===== src/rtl/apu_frame_sequencer.sv =====
// NES APU frame counter: counts CPU ticks and emits registered quarter/half-frame
// strobes plus the level frame IRQ, reconfigured by writes to $4017.
module apu_frame_sequencer #(
    parameter int STEP1 = 7457,
    parameter int STEP2 = 14913,
    parameter int STEP3 = 22371,
    parameter int STEP4 = 29829,
    parameter int STEP5 = 37281,
    parameter int CNT_W = 16
) (
    input  logic       iClk,
    input  logic       iReset,
    input  logic       iCpuTick,
    input  logic       iWrite4017,
    input  logic [7:0] iData,
    input  logic       iRead4015,
    output logic       oQuarterFrame,
    output logic       oHalfFrame,
    output logic       oFrameIrq,
    output logic       oMode
);

    typedef enum logic [2:0] {S0, S1, S2, S3, S4} step_t;

    localparam logic [CNT_W-1:0] STEP1_C = CNT_W'(STEP1);
    localparam logic [CNT_W-1:0] STEP2_C = CNT_W'(STEP2);
    localparam logic [CNT_W-1:0] STEP3_C = CNT_W'(STEP3);
    localparam logic [CNT_W-1:0] STEP4_C = CNT_W'(STEP4);
    localparam logic [CNT_W-1:0] STEP5_C = CNT_W'(STEP5);

    step_t            step_q, step_d;
    logic [CNT_W-1:0] cnt_q, cnt_d;
    logic             mode_q, mode_d;
    logic             inhibit_q, inhibit_d;
    logic             irq_q, irq_d;
    logic             pend_q, pend_d;
    logic             quarter_q, quarter_d;
    logic             half_q, half_d;

    logic             quarter_evt;
    logic             half_evt;
    logic             set_irq;
    logic [CNT_W-1:0] final_step;
    logic             unused_data;

    assign unused_data = ^iData[5:0];

    always_ff @(posedge iClk) begin
        if (iReset) begin
            step_q    <= S0;
            cnt_q     <= '0;
            mode_q    <= 1'b0;
            inhibit_q <= 1'b0;
            irq_q     <= 1'b0;
            pend_q    <= 1'b0;
            quarter_q <= 1'b0;
            half_q    <= 1'b0;
        end else begin
            step_q    <= step_d;
            cnt_q     <= cnt_d;
            mode_q    <= mode_d;
            inhibit_q <= inhibit_d;
            irq_q     <= irq_d;
            pend_q    <= pend_d;
            quarter_q <= quarter_d;
            half_q    <= half_d;
        end
    end

    always_comb begin
        step_d      = step_q;
        cnt_d       = cnt_q;
        mode_d      = mode_q;
        inhibit_d   = inhibit_q;
        irq_d       = irq_q;
        pend_d      = pend_q;
        quarter_evt = 1'b0;
        half_evt    = 1'b0;
        set_irq     = 1'b0;
        final_step  = mode_q ? STEP5_C : STEP4_C;

        // A tick coinciding with a write is a normal tick; only later ticks consume pend.
        if (iCpuTick) begin
            if (pend_q && !iWrite4017) begin
                cnt_d  = '0;
                step_d = S0;
                pend_d = 1'b0;
                if (mode_q) begin
                    quarter_evt = 1'b1;
                    half_evt    = 1'b1;
                end
            end else begin
                cnt_d = (cnt_q >= final_step) ? '0 : cnt_q + 1'b1;
                if (cnt_q == STEP1_C) begin
                    quarter_evt = 1'b1;
                    step_d      = S1;
                end else if (cnt_q == STEP2_C) begin
                    quarter_evt = 1'b1;
                    half_evt    = 1'b1;
                    step_d      = S2;
                end else if (cnt_q == STEP3_C) begin
                    quarter_evt = 1'b1;
                    step_d      = S3;
                end else if (cnt_q == STEP4_C) begin
                    if (!mode_q) begin
                        quarter_evt = 1'b1;
                        half_evt    = 1'b1;
                        set_irq     = !inhibit_q;
                        step_d      = S0;
                    end else begin
                        step_d = S4;
                    end
                end else if (mode_q && (cnt_q == STEP5_C)) begin
                    quarter_evt = 1'b1;
                    half_evt    = 1'b1;
                    step_d      = S0;
                end
            end
        end

        if (iWrite4017) begin
            mode_d    = iData[7];
            inhibit_d = iData[6];
            pend_d    = 1'b1;
        end

        // Priority: acknowledge < IRQ set < inhibit write.
        if (iRead4015) irq_d = 1'b0;
        if (set_irq) irq_d = 1'b1;
        if (iWrite4017 && iData[6]) irq_d = 1'b0;

        quarter_d = quarter_evt && !quarter_q;
        half_d    = half_evt && !half_q;
    end

    always_comb begin
        oQuarterFrame = quarter_q;
        oHalfFrame    = half_q;
        oFrameIrq     = irq_q;
        oMode         = mode_q;
    end

endmodule


===== config.mk =====
export PLATFORM = sky130hd
export DESIGN_NAME = apu_frame_sequencer
export DESIGN_NICKNAME = d
export VERILOG_FILES = /design/src/rtl/apu_frame_sequencer.sv
export SDC_FILE = /design/constraint.sdc
export NUM_CORES = 1
export LEC_CHECK = 0
export ABC_AREA = 0
export BUFFER_PORTS_ARGS = -buffer_cell sky130_fd_sc_hd__clkbuf_2
export CAP_MARGIN = 40
export CORE_MARGIN = 2
export CORE_UTILIZATION = 57
export CTS_BUF_LIST = sky130_fd_sc_hd__clkbuf_8
export CTS_CLUSTER_DIAMETER = 150
export CTS_CLUSTER_SIZE = 10
export DETAILED_ROUTE_END_ITERATION = 10
export PLACE_DENSITY = 0.78
export SLEW_MARGIN = 20
export SYNTH_ARGS = -nofsm -noshare
export SYNTH_HDL_FRONTEND = slang
export SYNTH_SLANG_ARGS = --single-unit

===== constraint.sdc =====
create_clock -name iClk -period 3.8 [get_ports iClk]
set_input_delay 0.19 -clock iClk [delete_from_list [all_inputs] [get_ports iClk]]
set_output_delay 0.19 -clock iClk [all_outputs]
set_load 0.02 [all_outputs]

After elaboration in Yosys (flattened, before gate mapping)
Cells that the tools add are included.
{"block": "totals", "ramBits": 0, "latchBits": 0, "elab_cells": 57, "in_bits": 13, "reg_bits": 22, "mem_count": 0, "out_inout_bits": 4, "mem_bits_ro": 0}
{"block": "op_classes", "magnitude_cmp": 1, "div": 0, "n_eq_ne": 5, "bitwise_logic": 0, "n_mux": 29, "n_reduce_logical": 14, "add_sub_neg": 1, "shift": 0, "multipliers": 0}
{"operator": "$mux W16", "n": 3}
{"operator": "$eq A16 B15 Y1 const B", "n": 2}
{"operator": "$mux W1", "n": 26}
{"operator": "$add A16 B1 Y16 const B", "n": 1}
{"operator": "$eq A16 B13 Y1 const B", "n": 1}
{"operator": "$eq A16 B14 Y1 const B", "n": 1}
{"operator": "$eq A16 B16 Y1 const B", "n": 1}
{"operator": "$ge A16 B16 Y1", "n": 1}
{"operator": "$reduce_bool A2 Y1", "n": 3}
{"operator": "$logic_and A1 B1 Y1", "n": 5}
{"operator": "$logic_not A1 Y1", "n": 4}
{"operator": "$reduce_and A2 Y1", "n": 1}
{"operator": "$reduce_or A2 Y1", "n": 1}

Depth between registers and ports, before layout
Gate-level depths: netlist of the first run.
{"block": "depth", "word_depth": 10, "mapped_depth": 9}

Worst setup path after synthesis of the first run
OpenSTA, ideal clock, no wires.
{"block": "synth_timing", "kind": "reg2reg", "startpoint": "register mode_q, in the netlist oMode", "endpoint": "register cnt_q[6]", "setup_time_ns": 0.074, "synth_period_minus_slack_ns": 2.102, "n_path_buf": 1, "slack_ns": 1.698, "path_stages_with_launch": 9, "arrival_time_ns": 2.028, "cell_sequence": "dfxtp_1 > inv_1 > ha_1 > nand4_1 > a21oi_1 > nor4b_4 > buf_4 > nand3b_1 > a31oi_1"}
{"block": "synth_between", "elab_chain_len": 4}
{"element": "from (decl)", "line_no": "33", "rtl": "logic mode_q, mode_d;"}
{"element": "from (signal assigned)", "line_no": "61", "rtl": "mode_q <= mode_d;"}
{"element": "$mux W16", "line_no": "80", "rtl": "final_step = mode_q ? STEP5_C : STEP4_C;"}
{"element": "$ge A16 B16 Y1", "line_no": "93", "rtl": "cnt_d = (cnt_q >= final_step) ? '0 : cnt_q + 1'b1;"}
{"element": "$mux W16", "line_no": "93"}
{"element": "$mux W16", "line_no": "84", "rtl": "if (pend_q && !iWrite4017) begin"}
{"element": "to (signal assigned)", "line_no": "60", "rtl": "cnt_q <= cnt_d;"}
{"element": "to (decl)", "line_no": "32", "rtl": "logic [CNT_W-1:0] cnt_q, cnt_d;"}
No other way between the ends.
A chain may end at the register's enable or synchronous reset.

Worst setup path after layout of the first run
{"block": "layout_timing", "startpoint": "register mode_q, in the netlist oMode", "endpoint": "register cnt_q[11]"}
The elaborated chain is that of the path after synthesis.

==> flow_summary.ini, run 1 <==
[setup_path]
cp_max_fo = 16
worstRegToRegCells = 7
rr_endpoint = cnt_q[11]$_SDFFE_PP0P_
cp.arrival_ps = 2890
cp-start-kind = flop
r2r-start = oMode$_SDFFE_PP0P_
required_ps = 3990
worstSetupPathType = reg -> reg
endpoint_kind = flop
rrSetupSlack_ps = 1100

[global_route]
grt_pass1_wl_mm = 6.35
antenna_found_initial = 0
grt_pass1_vias = 1353
grt_usage_pct = 25.5
grt_max_degree = 18
gr-total-overflow = 0

[logic_synthesis]
syn_inst = 192
yosysWarnings = 0
syn_area_um2 = 1520
yosys_most_used_dff = dfxtp_1
ys_async_sr_fraction_pct = 0
synth-edff-count = 0
synth-seq-cells = 22
synth_nets = 215
syn_avg_cell_area_um2 = 7.89
ys_seq_area_share_pct = 29.1
synth_cell_types = 49

[clock_tree]
clk_pin_slew_ps = 80
cts_tree = built
clkLatencyLatePin_ps = 270
cts_setup_buffers = 0
htreeDepth = 1
root_buffer = clkbuf_8
clk_path_buf_depth = 2
cts_sinks = 22
cts_made_buffers = 3
cts_resized = 0
holdBufCountCts = 0

[timing]
period_share_pct = 71.0
finalCriticalPeriod_ps = 2700
relSlewSlack_pct = 45.1
maxSlewViolCount = 0
tightest_slew_ps = 820
setup_viol = 0
max_freq_ghz = 0.370
finalHoldViolations = 0
finClkSkew_ps = 3.42
rsz0062_at_grt = false
setup_tns_ps = 0

[floorplan]
coreArea_um2 = 2500
die_h_um = 55.6
fp.dieW_um = 55.6
rows = 18
die_area_um2 = 3090
start_util_pct = 60.6
num_io_pins = 17

[hold_path]
holdPathEnd = oFrameIrq$_SDFFE_PP0P_
min_from = iData[6]
hold_depth = 2
hp-class = in -> reg

[routing]
wl_mm = 3.53
num_vias = 1464
drtAntennaViolNets = 0
avgRoutedWirePerCell_um = 15.8
dr.pass1.iters = 4
drt_iter0_markers = 58
vias_per_cell = 6.57
route.detailed.drc = 0

[cells_and_area]
fillers = 226
nets = 217
insertedDiodeCount = 0
synthToLayoutAreaGrowth_pct = 3.63
layout_commonest_cell = dfxtp_1
layout_common_cells = dfxtp_1 (22), nor2_1 (21), nand2_1 (20), nand3_1 (12)
post-route-util_pct = 62.8
drive_above_1_share_pct = 10.4

[power]
ir_drop_mv = 0.209
power_uw = 464
power_density_nw_per_um2 = 295
p_leak_nw = 0.567

[flow_run]
drv_cap = 0

[status]
outcome = complete, no violations

[placement]
globalplace.congestion = 0.992
dpl.hpwl_mm = 2.58
io_buffers = 10
## cells in the mapped netlist (all sizes together) (3+ instances only)
| cell type | number | share of area (%) |
|---|---|---|
| ha | 10 | 8.3 |
| buf | 11 | 5.2 |
| o21a | 3 | 1.5 |
| nor2 | 21 | 5.2 |
| a21oi | 5 | 1.7 |
| o211ai | 4 | 2.0 |
| o21ai | 9 | 3.0 |
| nand4 | 7 | 2.9 |
| or4 | 3 | 1.5 |
| a31oi | 10 | 4.1 |
| nand2 | 21 | 5.4 |
| dfxtp | 22 | 29 |
| nor3 | 8 | 3.0 |
| nand3 | 12 | 4.0 |
| inv | 6 | 1.5 |
| xnor2 | 3 | 1.7 |
## state kept, by name (all words and copies together), names as in the netlist
name           cells
oFrameIrq          1
oMode              1
cnt_q             16
oHalfFrame         1
inhibit_q          1
pend_q             1
oQuarterFrame      1
## power by group
group / internal (mW) / leakage (nW) / switching (mW) / total [mW]
clock network: 0.0925 / 0.0288 / 0.0790 / 0.172
registers: 0.236 / 0.178 / 0.0108 / 0.247
logic: 0.0183 / 0.360 / 0.0271 / 0.0454
## area by class of cell
cell class	count	area, µm²	share of cell area, %
Multi-Input combinational cell	151	965	61.4
Sequential cell	22	440	28.0
Inverter	6	22.5	1.43
Clock buffer	4	55.1	3.51
Timing Repair Buffer	10	50.0	3.19
Tap cell	30	37.5	2.39
## per-stage QoR
stage                     cell area [µm²]  setup WS, ps  hold slack, ps  cells
after floorplan                      1520          1700             286    192
after global placement               1520          1120             392    219
after detailed placement             1520          1140             398    219
after CTS                            1570          1110             107    223
after global routing                 1570           821             114    223
final                                1570          1100             114    223
## worst max-delay path by stage
stage | cells past startpoint | from | to
final | 7 | oMode$_SDFFE_PP0P_ | cnt_q[11]$_SDFFE_PP0P_
after global routing | 7 | oMode$_SDFFE_PP0P_ | cnt_q[11]$_SDFFE_PP0P_
after CTS | 7 | oMode$_SDFFE_PP0P_ | cnt_q[11]$_SDFFE_PP0P_
after detailed placement | 7 | oMode$_SDFFE_PP0P_ | cnt_q[11]$_SDFFE_PP0P_
after global placement | 7 | oMode$_SDFFE_PP0P_ | cnt_q[11]$_SDFFE_PP0P_
after floorplan | 8 | oMode$_SDFFE_PP0P_ | cnt_q[6]$_SDFFE_PP0P_
## routing by layer
layer | up-vias | GRT usage [%] | share of wire (%)
li1 | 706 | - | -
met1 | 703 | 35.0 | 46
met2 | 48 | 38.9 | 47
met3 | 7 | 4.68 | 5.7
met4 | 0 | 10.8 | 1.8
met5 | - | 0 | 0
## worst max-delay path, cell delays in order (launching register included)
cell,delay (ps)
dfxtp_1,530
inv_1,200
ha_1,340
nand4_1,140
a21oi_1,100
nor4b_4,770
nand2_1,290
o211ai_1,250
## cell families (layout without fill, tap and decap cells)
logic type	Yosys count	count (layout)	synth area share [%]
xor gates and xnor gates	4	4	2.31
AOI/OAI and AO/OA	40	40	17.8
buffers and inverters	19	20	7.27
DFF	22	22	29.1
adders and majority gates	10	10	8.26
muxes	2	2	1.32
and+or+nand+nor	95	95	34.0
No activity file was read; power rests on OpenSTA's default activity.
==> inputs of run 2 (changes only) <==
Clock period 3.8 ns to 2.68 ns, I/O delays scaled along.
==> run 2 against run 1 <==
  * Wire length rose by 4.4%
  * First-iteration DRC count rose by 100%
  * Maximum frequency rose by 22%
  * Non-clock buffer count rose by 4
  * Combinational power rose by 52%
  * Sequential share of layout area fell by 0.29 points
  * Final cell count rose by 1.3%
  * Design area rose by 1.0%
  * Worst setup slack got worse by 640 ps
  * Critical path type unchanged
  * Critical endpoint is now cnt_q[6]$_SDFFE_PP0P_
==> flow_summary.ini, run 2 (same netlist as run 1, synthesis figures left out) <==
[floorplan]
num_io_pins = 17
start_util_pct = 60.6
fp.dieW_um = 55.6
die_h_um = 55.6
die_area_um2 = 3090
coreArea_um2 = 2500
rows = 18

[setup_path]
rrSetupSlack_ps = 460
required_ps = 2870
worstSetupPathType = reg -> reg
setup.worst_path.start = oMode$_SDFFE_PP0P_
cp-start-kind = flop
cpPeakStageDelay_ps = 450
critical-path-slowest-cell = dfxtp_1
path_cells = inv_1, ha_1, nand4_1, a21oi_1, nor4b_4, buf_4, nand3b_1, a31oi_1
rr_endpoint = cnt_q[6]$_SDFFE_PP0P_
worstRegToRegCells = 8
critical_path_depth = 8
cp_max_fo = 12
cp_num_buf_inv = 2
crit_family = simple AND/OR/NAND/NOR gates
cp.arrival_ps = 2410
r2r-start = oMode$_SDFFE_PP0P_
crit_end = cnt_q[6]$_SDFFE_PP0P_
endpoint_kind = flop

[routing]
vias_per_cell = 6.53
dr.pass1.iters = 4
drt_iter0_markers = 116
drtAntennaViolNets = 0
wl_mm = 3.68
route.detailed.drc = 0
avgRoutedWirePerCell_um = 16.3
num_vias = 1475

[timing]
finalHoldViolations = 0
tightest_slew_ps = 720
setup_tns_ps = 0
relSlewSlack_pct = 51.8
finalCriticalPeriod_ps = 2220
fin_hold_ws_ps = 65.1
maxSlewViolCount = 0
finClkSkew_ps = 6.48
setup_viol = 0
rsz0062_at_grt = false
max_freq_ghz = 0.450
period_share_pct = 82.8
layout_setup_ws_ps = 460

[cells_and_area]
drive_above_1_share_pct = 11.7
post-route-util_pct = 63.5
largest_register_ffs = 16
largest-register = cnt_q
synthToLayoutAreaGrowth_pct = 4.71
layout_commonest_cell = dfxtp_1
insertedDiodeCount = 0
fillers = 229
nets = 221
layout_common_cells = dfxtp_1 (22), nor2_1 (21), nand2_1 (20), nand3_1 (12)

[clock_tree]
cts_resized = 0
clk_pin_slew_ps = 80
clkLatencyLatePin_ps = 270
root_buffer = clkbuf_8
cts_setup_buffers = 0
cts_made_buffers = 3
clk_path_buf_depth = 2
cts_sinks = 22
htreeDepth = 1
holdBufCountCts = 0
cts_tree = built

[power]
p_int_uw = 464
p_sw_uw = 166
power_density_nw_per_um2 = 397
seqPwrFrac_pct = 55.4
p_leak_nw = 0.579
switching_share_pct = 26.4
ir_drop_mv = 0.316
combPwrFrac_pct = 11.0
p_clk_share_pct = 33.6

[global_route]
grt_pass1_vias = 1314
grt_usage_pct = 24.3
grt_pass1_wl_mm = 6.09
gr-total-overflow = 0
grt_max_degree = 14
antenna_found_initial = 0

[placement]
dp_slack_ps = 491
dpl.hpwl_mm = 2.77
globalplace.congestion = 0.967
io_buffers = 10

[hold_path]
hp-class = in -> reg

[status]
outcome = complete, no violations

[flow_run]
drv_cap = 0
## run 2: area by class of cell
cell class | instances | area, µm² | area share (%)
repair buffers | 14 | 80.1 | 5.05
flip-flops and latches | 22 | 440 | 27.8
multi-input cells | 151 | 965 | 60.8
inverters | 6 | 22.5 | 1.42
clock buffers | 3 | 41.3 | 2.60
well taps | 30 | 37.5 | 2.37
## run 2: worst min-delay path by stage
stage                     startpoint                endpoint  slack [ps]  cells past startpoint
after floorplan           iWrite4017  oFrameIrq$_SDFFE_PP0P_         230                      1
after global placement      iData[6]  oFrameIrq$_SDFFE_PP0P_         330                      2
after detailed placement    iData[6]  oFrameIrq$_SDFFE_PP0P_         350                      2
after CTS                   iData[6]  oFrameIrq$_SDFFE_PP0P_          70                      2
after global routing        iData[6]  oFrameIrq$_SDFFE_PP0P_          60                      2
final                       iData[6]  oFrameIrq$_SDFFE_PP0P_          70                      2
## run 2: metrics by stage
step	power [mW]	instances	area (µm²)
floorplan	0.402	192	1520
CTS	0.629	226	1590
global placement	0.421	223	1550
finish	0.629	226	1590
detailed placement	0.425	223	1550
global route	0.650	226	1590
## run 2: layer usage
metal	part of all wire, %	vias up	track usage (%)
met1	46	681	33.6
met2	46	66	39.5
met3	6.8	11	3.04
met4	1.5	0	7.32
met5	0	-	0
li1	-	717	-
## run 2: power by group through the flow
stage / clock (mW) / sequential [mW] / combinational [mW]
after detailed placement: 0 / 0.356 / 0.0686
after CTS: 0.211 / 0.348 / 0.0690
after global routing: 0.223 / 0.350 / 0.0771
after floorplan: 0 / 0.350 / 0.0523
final: 0.212 / 0.349 / 0.0692
after global placement: 0 / 0.355 / 0.0653
